File: config.mk
export PLATFORM = sky130hd
export DESIGN_NAME = pipe_stall_ctrl
export DESIGN_NICKNAME = d
export VERILOG_FILES = /design/src/rtl/pipe_ctrl_pkg.sv /design/src/rtl/hazard_detect.sv /design/src/rtl/pipe_stall_ctrl.sv
export SDC_FILE = /design/constraint.sdc
export NUM_CORES = 1
export LEC_CHECK = 0
export CORE_MARGIN = 10
export CORE_UTILIZATION = 50
export CTS_CLUSTER_SIZE = 28
export DETAILED_ROUTE_END_ITERATION = 7
export GPL_ROUTABILITY_DRIVEN = 0
export PLACE_DENSITY = 0.92
export SLEW_MARGIN = 0
export SYNTH_ARGS = -nofsm -noshare
export SYNTH_HDL_FRONTEND = slang
export SYNTH_HIERARCHICAL = 1
export SYNTH_SLANG_ARGS = --single-unit
File: constraint.sdc
create_clock -name clk_i -period 9.2 [get_ports clk_i]
set_input_delay 2.3 -clock clk_i [delete_from_list [all_inputs] [get_ports clk_i]]
set_output_delay 2.3 -clock clk_i [all_outputs]
set_load 0.01 [all_outputs]
File: src/rtl/pipe_ctrl_pkg.sv
// Shared definitions for the pipeline stall controller.
//   RegAddrW   : width of a register-file address
//   dc_state_e : data-cache miss handler states (2-bit encoding)
package pipe_ctrl_pkg;

    localparam int unsigned RegAddrW = 5;

    typedef enum logic [1:0] {
        StIdle     = 2'b00,
        StWbReq    = 2'b01,
        StAllocReq = 2'b10,
        StRefill   = 2'b11
    } dc_state_e;

    // True while the handler is waiting on the memory interface.
    function automatic logic is_mem_state(dc_state_e s);
        return (s == StWbReq) || (s == StAllocReq);
    endfunction

endpackage

File: src/rtl/hazard_detect.sv
// Load-use hazard detector (purely combinational).
//   idex_memread_i : instruction in EX is a load
//   idex_rt_i      : destination register of that load
//   id_rs_i/id_rt_i: source registers of the instruction in ID
//   load_use_o     : ID consumes the load result next cycle
module hazard_detect
    import pipe_ctrl_pkg::*;
(
    input  logic                idex_memread_i,
    input  logic [RegAddrW-1:0] idex_rt_i,
    input  logic [RegAddrW-1:0] id_rs_i,
    input  logic [RegAddrW-1:0] id_rt_i,
    output logic                load_use_o
);

    // r0 is hardwired to zero, so a load into it never creates a dependency.
    assign load_use_o = idex_memread_i && (idex_rt_i != '0) &&
                        ((idex_rt_i == id_rs_i) || (idex_rt_i == id_rt_i));

endmodule

File: src/rtl/pipe_stall_ctrl.sv
// Pipeline stall/flush controller with data-cache miss handler.
//   clk_i, rst_i             : clock, synchronous active-high reset
//   id_rs_i, id_rt_i         : ID-stage source registers
//   idex_memread_i, idex_rt_i: load in EX and its destination
//   branch_taken_i           : branch resolved taken in ID
//   dc_miss_i, dc_dirty_i    : MEM-stage cache miss, victim dirty
//   mem_req_o/mem_we_o       : memory request / write enable
//   mem_ack_i                : one-cycle memory acknowledge
//   dc_refill_o              : one-cycle pulse to write fetched line
//   *_stall_o, *_flush_o     : pipeline hold / bubble controls
//   stall_cnt_o              : saturating count of PC-stalled cycles
module pipe_stall_ctrl
    import pipe_ctrl_pkg::*;
#(
    parameter int unsigned CNT_W = 32
) (
    input  logic                clk_i,
    input  logic                rst_i,
    input  logic [RegAddrW-1:0] id_rs_i,
    input  logic [RegAddrW-1:0] id_rt_i,
    input  logic                idex_memread_i,
    input  logic [RegAddrW-1:0] idex_rt_i,
    input  logic                branch_taken_i,
    input  logic                dc_miss_i,
    input  logic                dc_dirty_i,
    output logic                mem_req_o,
    output logic                mem_we_o,
    input  logic                mem_ack_i,
    output logic                dc_refill_o,
    output logic                pc_stall_o,
    output logic                ifid_stall_o,
    output logic                idex_stall_o,
    output logic                exmem_stall_o,
    output logic                memwb_stall_o,
    output logic                ifid_flush_o,
    output logic                idex_flush_o,
    output logic [CNT_W-1:0]    stall_cnt_o
);

    dc_state_e        state_q, state_d;
    logic [CNT_W-1:0] stall_cnt_q;
    logic             load_use;
    logic             mem_stall;

    hazard_detect u_hazard_detect (
        .idex_memread_i (idex_memread_i),
        .idex_rt_i      (idex_rt_i),
        .id_rs_i        (id_rs_i),
        .id_rt_i        (id_rt_i),
        .load_use_o     (load_use)
    );

    // Miss handler next state; ack is only meaningful in the request states.
    always_comb begin
        state_d = state_q;
        unique case (state_q)
            StIdle: begin
                if (dc_miss_i) begin
                    state_d = dc_dirty_i ? StWbReq : StAllocReq;
                end
            end
            StWbReq: begin
                if (mem_ack_i) begin
                    state_d = StAllocReq;
                end
            end
            StAllocReq: begin
                if (mem_ack_i) begin
                    state_d = StRefill;
                end
            end
            StRefill: state_d = StIdle;
            default:  state_d = StIdle;
        endcase
    end

    always_ff @(posedge clk_i) begin
        if (rst_i) begin
            state_q <= StIdle;
        end else begin
            state_q <= state_d;
        end
    end

    // The miss itself stalls in the cycle it is seen, before the FSM leaves idle.
    assign mem_stall = (state_q != StIdle) || dc_miss_i;

    // Priority: memory stall > load-use bubble > taken-branch flush.
    // Everything is forced low while reset is held so an abandoned
    // transaction drops its request in the reset cycle itself.
    always_comb begin
        mem_req_o     = 1'b0;
        mem_we_o      = 1'b0;
        dc_refill_o   = 1'b0;
        pc_stall_o    = 1'b0;
        ifid_stall_o  = 1'b0;
        idex_stall_o  = 1'b0;
        exmem_stall_o = 1'b0;
        memwb_stall_o = 1'b0;
        ifid_flush_o  = 1'b0;
        idex_flush_o  = 1'b0;
        if (!rst_i) begin
            mem_req_o   = is_mem_state(state_q);
            mem_we_o    = (state_q == StWbReq);
            dc_refill_o = (state_q == StRefill);
            if (mem_stall) begin
                pc_stall_o    = 1'b1;
                ifid_stall_o  = 1'b1;
                idex_stall_o  = 1'b1;
                exmem_stall_o = 1'b1;
                memwb_stall_o = 1'b1;
            end else if (load_use) begin
                pc_stall_o   = 1'b1;
                ifid_stall_o = 1'b1;
                idex_flush_o = 1'b1;
            end else if (branch_taken_i) begin
                ifid_flush_o = 1'b1;
            end
        end
    end

    always_ff @(posedge clk_i) begin
        if (rst_i) begin
            stall_cnt_q <= '0;
        end else if (pc_stall_o && (stall_cnt_q != '1)) begin
            stall_cnt_q <= stall_cnt_q + CNT_W'(1);
        end
    end

    assign stall_cnt_o = stall_cnt_q;

endmodule

==> results.sh, run 1 <==
export IMPL_die_y_um=83.3
export IMPL_firstDrtPassIters=4
export IMPL_wl_per_cell_um=15.9
export IMPL_ys_seq_area_share_pct=33.9
export IMPL_via_per_inst=6.00
export IMPL_max_slew_margin_pct=26.7
export IMPL_antenna_found_initial=0
export IMPL_die_w_um=83.3
export IMPL_max_stage_delay_ps=620
export IMPL_r2r_worst_path_cells=7
export IMPL_synth_adder_area_share_pct=3.74
export IMPL_synthFlopType="dfxtp_1"
export IMPL_required_ps=6900
export IMPL_power_density_nw_per_um2=141
export IMPL_hold_violations=0
export IMPL_clock_latency_ps=290
export IMPL_worst_slew_pin_slew_ps=1090
export IMPL_cts_root_buffer="clkbuf_8"
export IMPL_n_fill_cell=280
export IMPL_ctsResizeCount=0
export IMPL_drive_gt1_share_pct=6.07
export IMPL_avgSynthCellArea_um2=7.90
export IMPL_yosys_area_share_simple_pct=31.6
export IMPL_hold_depth=2
export IMPL_synthTopCellsByCount="34 x dfxtp_1, 20 x nor2_1, 19 x a21oi_1"
export IMPL_skew_ps=5.62
export IMPL_grt_max_degree=26
export IMPL_endpoint_kind="output pin"
export IMPL_cts_inserted_buffers=5
export IMPL_power_mw=0.388
export IMPL_min_path_type="reg2reg"
export IMPL_arrival_ps=4920
export IMPL_synth_edf_count=0
export IMPL_ant_nets=0
export IMPL_reg2reg_setup_slack_ps=6230
export IMPL_period_needed_ps=7220
export IMPL_crit_path_start_kind="input port"
export IMPL_reg2reg_to="stall_cnt_o[30]$_SDFFE_PP0P_"
export IMPL_peakVddDrop_v=0.000107
export IMPL_clock_path_buffers=2
export IMPL_finalWirelength_um=5730
export IMPL_place_area_um2=2660
export IMPL_fin_setup_tns_ps=0
export IMPL_syn_area_um2=2010
export IMPL_yosysTopAreaCell="dfxtp_1"
export IMPL_syn_to_final_growth_pct=37.1
export IMPL_grt_use_total_pct=16.2
export IMPL_synth_top_family_by_area="simple AND/OR/NAND/NOR gates"
export IMPL_critPathMaxFanout=7
export IMPL_cts_sinks=34
export IMPL_leakage_nw=0.872
export IMPL_postSynthCellCount=254
export IMPL_yosys_register_bits=34
export IMPL_die_area_um2=6940
export IMPL_hp_start="stall_cnt_o[30]$_SDFFE_PP0P_"
export IMPL_synthXorXnorAreaFrac_pct=6.55
export IMPL_grt_pass1_wl_um=9920
export IMPL_cap_violations=0
export IMPL_via_count=2166
export IMPL_diodes=0
export IMPL_rsz0062_at_grt="false"
export IMPL_post_cts_setup_buffer_count=0
export IMPL_setup_viol=0
export IMPL_cts_tree="built"
export IMPL_crit_top_cell="clkdlybuf4s50_1"
export IMPL_fin_crit_sh_pct=78.5
export IMPL_fmax_mhz=138
export IMPL_synth_top_area_share_pct=33.9
export IMPL_synth_most_common_cell="dfxtp_1"
export IMPL_crit_type="in2out"
export IMPL_cts_hold_buf=0
export IMPL_finalMaxSlewViolations=0
export IMPL_dp_hpwl_um=4300
export IMPL_drc=0
export IMPL_status="complete, no violations"
export IMPL_fin_area_um2=2750
export IMPL_path_clk_slew_ps=70
export IMPL_io_pins=64
export IMPL_grt_pass1_vias=2129
export IMPL_htreeDepth=2
export IMPL_overflow=0
export IMPL_syn_nets=282
export IMPL_synthArstFlopShare_pct=0
export IMPL_start_util_pct=53.2
export IMPL_core_area_um2=3770
export IMPL_crit_buf_inv=2
export IMPL_crit_chain="clkdlybuf4s50_1 -> or4_1 -> o21ai_1 -> a21oi_1 -> nor3b_1 -> nor2_1 -> clkdlybuf4s50_1"
export IMPL_drtIter0Drc=174
export IMPL_layout_nets=340
export IMPL_synthMuxAreaShare_pct=2.18
export IMPL_rows=22
export IMPL_crit_slowest_cell="nor3b_1"
export IMPL_synth_compound_area_share_pct=17.2
export IMPL_yosys_warnings=6
export IMPL_portBuffers=63
export IMPL_synthTopCellsByArea="dfxtp_1 34%, a21oi_1 4.7%, or3_1 4.7%, or4_1 4.5%, o21ai_0 4.2%"
export IMPL_r2r_start="state_q[0]$_SDFFE_PP0P_"
export IMPL_path_delay_family="simple AND/OR/NAND/NOR gates"
export IMPL_hold_end="stall_cnt_o[30]$_SDFFE_PP0P_"
export IMPL_yosysUniqueCellTypes=39
[flip-flops by register name, indices dropped and copies added, names as in the netlist]
register and count:
state_q 2, stall_cnt_o 32
[per-layer routing]
layer	up-vias	part of all wire [%]	track usage, %
met4	0	0.73	4.15
met3	6	8.8	5.66
met5	-	0	0
li1	1060	-	-
met2	76	50	27.9
met1	1024	41	18.4
[stage by stage]
step	cells	worst slack (ps)	hold WS (ps)	utilization (%)
finish	361	1980	507	72.9
global placement	353	2150	482	70.4
detailed placement	353	2040	492	70.4
global route	361	1790	541	72.9
CTS	361	2000	505	72.9
floorplan	254	3070	502	-
[area by class of cell]
class                      count  area, um^2  area share (%)
multi-input combinational    198        1230            44.9
sequential                    34         681            24.7
timing repair buffer          66         653            23.7
clock buffer                   6        82.6            3.00
tap                           48        60.1            2.18
inverter                       7        26.3           0.955
clock inverter                 2        12.5           0.455
[kinds of logic after synthesis]
family,after synthesis
AO/OA/AOI/OAI,58
XOR/XNOR,15
adder cells (fa/ha/maj),6
buffers and inverters,22
flip-flops,34
multiplexers,4
AND/OR/NAND/NOR,115
[worst min-delay path, delay by kind of cell (launching register included)]
kind           cells  cell delay, ps
flip-flops         1             340
AO/OA/AOI/OAI      2             120
[report_power, final]
| part | total (mW) | switching, mW | internal [mW] |
|---|---|---|---|
| Combinational | 0.106 | 0.0526 | 0.0539 |
| Clock | 0.117 | 0.0573 | 0.0602 |
| Sequential | 0.164 | 0.00891 | 0.155 |
[how the worst max path moves through the flow]
stage | from | end | depth (start not counted)
floorplan | idex_rt_i[1] | pc_stall_o | 6
global placement | idex_rt_i[1] | ifid_stall_o | 7
CTS | idex_rt_i[1] | ifid_stall_o | 7
detailed placement | idex_rt_i[1] | ifid_stall_o | 7
finish | idex_rt_i[1] | ifid_stall_o | 7
global route | idex_rt_i[1] | ifid_stall_o | 7
[layout by cell type, fill, tap and decap left out, types with 7 or more instances in the layout]
cell / count
or3_1: 15
nand4_1: 10
xnor2_1: 8
o21ai_0: 17
nor2_1: 20
a21oi_1: 19
or4_1: 12
clkdlybuf4s50_1: 63
dfxtp_1: 34
xor2_1: 7
nand2_1: 16
nand3_1: 12
inv_1: 7
No activity file was read; power rests on OpenSTA's default activity.
==> run 2: changes to the inputs <==
--- a/config.mk
+++ b/config.mk
@@ -6,11 +6,11 @@
 export NUM_CORES = 1
 export LEC_CHECK = 0
 export CORE_MARGIN = 10
-export CORE_UTILIZATION = 50
+export CORE_UTILIZATION = 42
 export CTS_CLUSTER_SIZE = 28
 export DETAILED_ROUTE_END_ITERATION = 7
 export GPL_ROUTABILITY_DRIVEN = 0
-export PLACE_DENSITY = 0.92
+export PLACE_DENSITY = 0.84
 export SLEW_MARGIN = 0
 export SYNTH_ARGS = -nofsm -noshare
 export SYNTH_HDL_FRONTEND = slang
==> constraint.sdc (replaced) <==
create_clock -name clk_i -period 5.9 [get_ports clk_i]
set_input_delay 1.475 -clock clk_i [delete_from_list [all_inputs] [get_ports clk_i]]
set_output_delay 1.475 -clock clk_i [all_outputs]
set_load 0.01 [all_outputs]
==> run 2 against run 1 <==
Net effect:
- sequential share of layout area about the same
- wire length decreased by 2.2%
- critical path depth increased by 1
- largest cell class unchanged
- largest power group unchanged
- register-to-register slack got worse by 3300 ps
- sequential power increased by 57%
- highest routed layer unchanged
- first-iteration DRC count increased by 21%
- design area increased by 0.14%
- combinational power increased by 60%
- clock skew increased by 1.3 ps
- total power increased by 52%
==> results.sh, run 2 (synthesized netlist as in run 1, its figures left out) <==
export IMPL_wl_met1_um=2450
export IMPL_hp_start="stall_cnt_o[30]$_SDFFE_PP0P_"
export IMPL_grt_pass1_vias=2026
export IMPL_cts_tree="built"
export IMPL_grt_max_degree=22
export IMPL_layout_nets=342
export IMPL_max_slew_margin_pct=22.7
export IMPL_place_area_um2=2680
export IMPL_post_cts_setup_buffer_count=0
export IMPL_drive_gt1_share_pct=5.73
export IMPL_required_ps=4430
export IMPL_layout_common_cells="63 x clkdlybuf4s50_1, 34 x dfxtp_1, 20 x nor2_1, 19 x a21oi_1, 17 x o21ai_0"
export IMPL_cts_root_buffer="clkbuf_8"
export IMPL_portBuffers=63
export IMPL_syn_to_final_growth_pct=37.3
export IMPL_dp_hpwl_um=4330
export IMPL_wl_per_cell_um=15.2
export IMPL_antenna_found_initial=0
export IMPL_cts_inserted_buffers=5
export IMPL_finalMaxSlewViolations=0
export IMPL_n_fill_cell=404
export IMPL_crit_path_start="idex_rt_i[3]"
export IMPL_layout_commonest_cell="clkdlybuf4s50_1"
export IMPL_skew_ps=6.91
export IMPL_drc=0
export IMPL_endpoint_kind="output pin"
export IMPL_worst_slew_pin_slew_ps=1150
export IMPL_cts_hold_buf=0
export IMPL_top_layer_used="met4"
export IMPL_peakVddDrop_v=0.0000941
export IMPL_status="complete, no violations"
export IMPL_firstDrtPassIters=4
export IMPL_rsz0062_at_grt="false"
export IMPL_overflow=0
export IMPL_ant_nets=0
export IMPL_via_per_inst=5.70
export IMPL_fin_setup_tns_ps=0
export IMPL_power_density_nw_per_um2=214
export IMPL_path_clk_slew_ps=60
export IMPL_cap_violations=0
export IMPL_rows=25
export IMPL_die_area_um2=7940
export IMPL_critPathMaxFanout=4
export IMPL_r2r_start="stall_cnt_o[24]$_SDFFE_PP0P_"
export IMPL_die_w_um=89.1
export IMPL_grt_use_total_pct=14.5
export IMPL_route_met2_wl_um=2500
export IMPL_largest_reg_flops=32
export IMPL_via_count=2098
export IMPL_arrival_ps=3690
export IMPL_htreeDepth=2
export IMPL_setup_viol=0
export IMPL_min_path_type="reg2reg"
export IMPL_period_needed_ps=5160
export IMPL_diodes=0
export IMPL_place_ws_ps=685
export IMPL_crit_path_start_kind="input port"
export IMPL_io_pins=64
export IMPL_layout_setup_ws_ps=739
export IMPL_grt_pass1_wl_um=9400
export IMPL_finalWirelength_um=5600
export IMPL_leakage_nw=0.873
export IMPL_fin_area_um2=2750
export IMPL_drtIter0Drc=210
export IMPL_die_y_um=89.1
export IMPL_core_area_um2=4660
export IMPL_ctsResizeCount=0
export IMPL_clock_latency_ps=290
export IMPL_route_met3_wl_um=604
export IMPL_fmax_mhz=194
export IMPL_start_util_pct=43.0
export IMPL_clock_path_buffers=2
export IMPL_fin_crit_sh_pct=87.5
export IMPL_crit_type="in2out"
export IMPL_cts_sinks=34
export IMPL_hold_violations=0
## run 2: changes by cell type in the layout (fill, tap and decap cells not counted)
cell        change
buf_4           +2
clkbuf_1        +2
clkbuf_8        -1
clkinv_2        -1
clkinvlp_4      -1
## run 2: final timing paths
| kind | endpoint | slack (ps) | cells after the start |
|---|---|---|---|
| max | pc_stall_o | 740 | 8 |
| min | stall_cnt_o[30]$_SDFFE_PP0P_ | 510 | 2 |
| max reg2reg | stall_cnt_o[23]$_SDFFE_PP0P_ | 2890 | 6 |
| min reg2reg | stall_cnt_o[30]$_SDFFE_PP0P_ | 510 | 2 |
## run 2: layout make-up
| type | instances | area [um^2] | share of cell area, % |
|---|---|---|---|
| well taps | 54 | 67.6 | 2.45 |
| multi-input cells | 198 | 1230 | 44.8 |
| flip-flops and latches | 34 | 681 | 24.7 |
| clock buffers | 7 | 76.3 | 2.77 |
| inverters | 7 | 26.3 | 0.954 |
| repair buffers | 68 | 668 | 24.3 |
## run 2: metal layers
metal	up-vias	global-route usage, %
li1	1054	-
met1	968	16.9
met2	70	23.8
met3	6	6.20
met4	0	3.90
met5	-	0
## run 2: worst max-delay path, stage by stage
cell	delay, ps
clkdlybuf4s50_1	460
xor2_1	190
nor3_1	220
nand3_1	110
a21oi_1	260
nor3b_1	110
nor2_1	250
clkdlybuf4s50_1	610
## run 2: metrics by stage
step,utilization [%],cells,power (mW),hold slack (ps)
2_1_floorplan,-,254,0.356,502
3_3_place_gp,57.4,361,0.428,482
3_5_place_dp,57.4,361,0.434,499
4_1_cts,59.1,368,0.594,511
5_1_grt,59.1,368,0.622,549
6_report,59.1,368,0.589,512
## run 2: power by group
part	internal [mW]	switching, mW
combinational	0.0878	0.0822
sequential	0.243	0.0148
clock	0.0812	0.0804
total	0.412	0.177
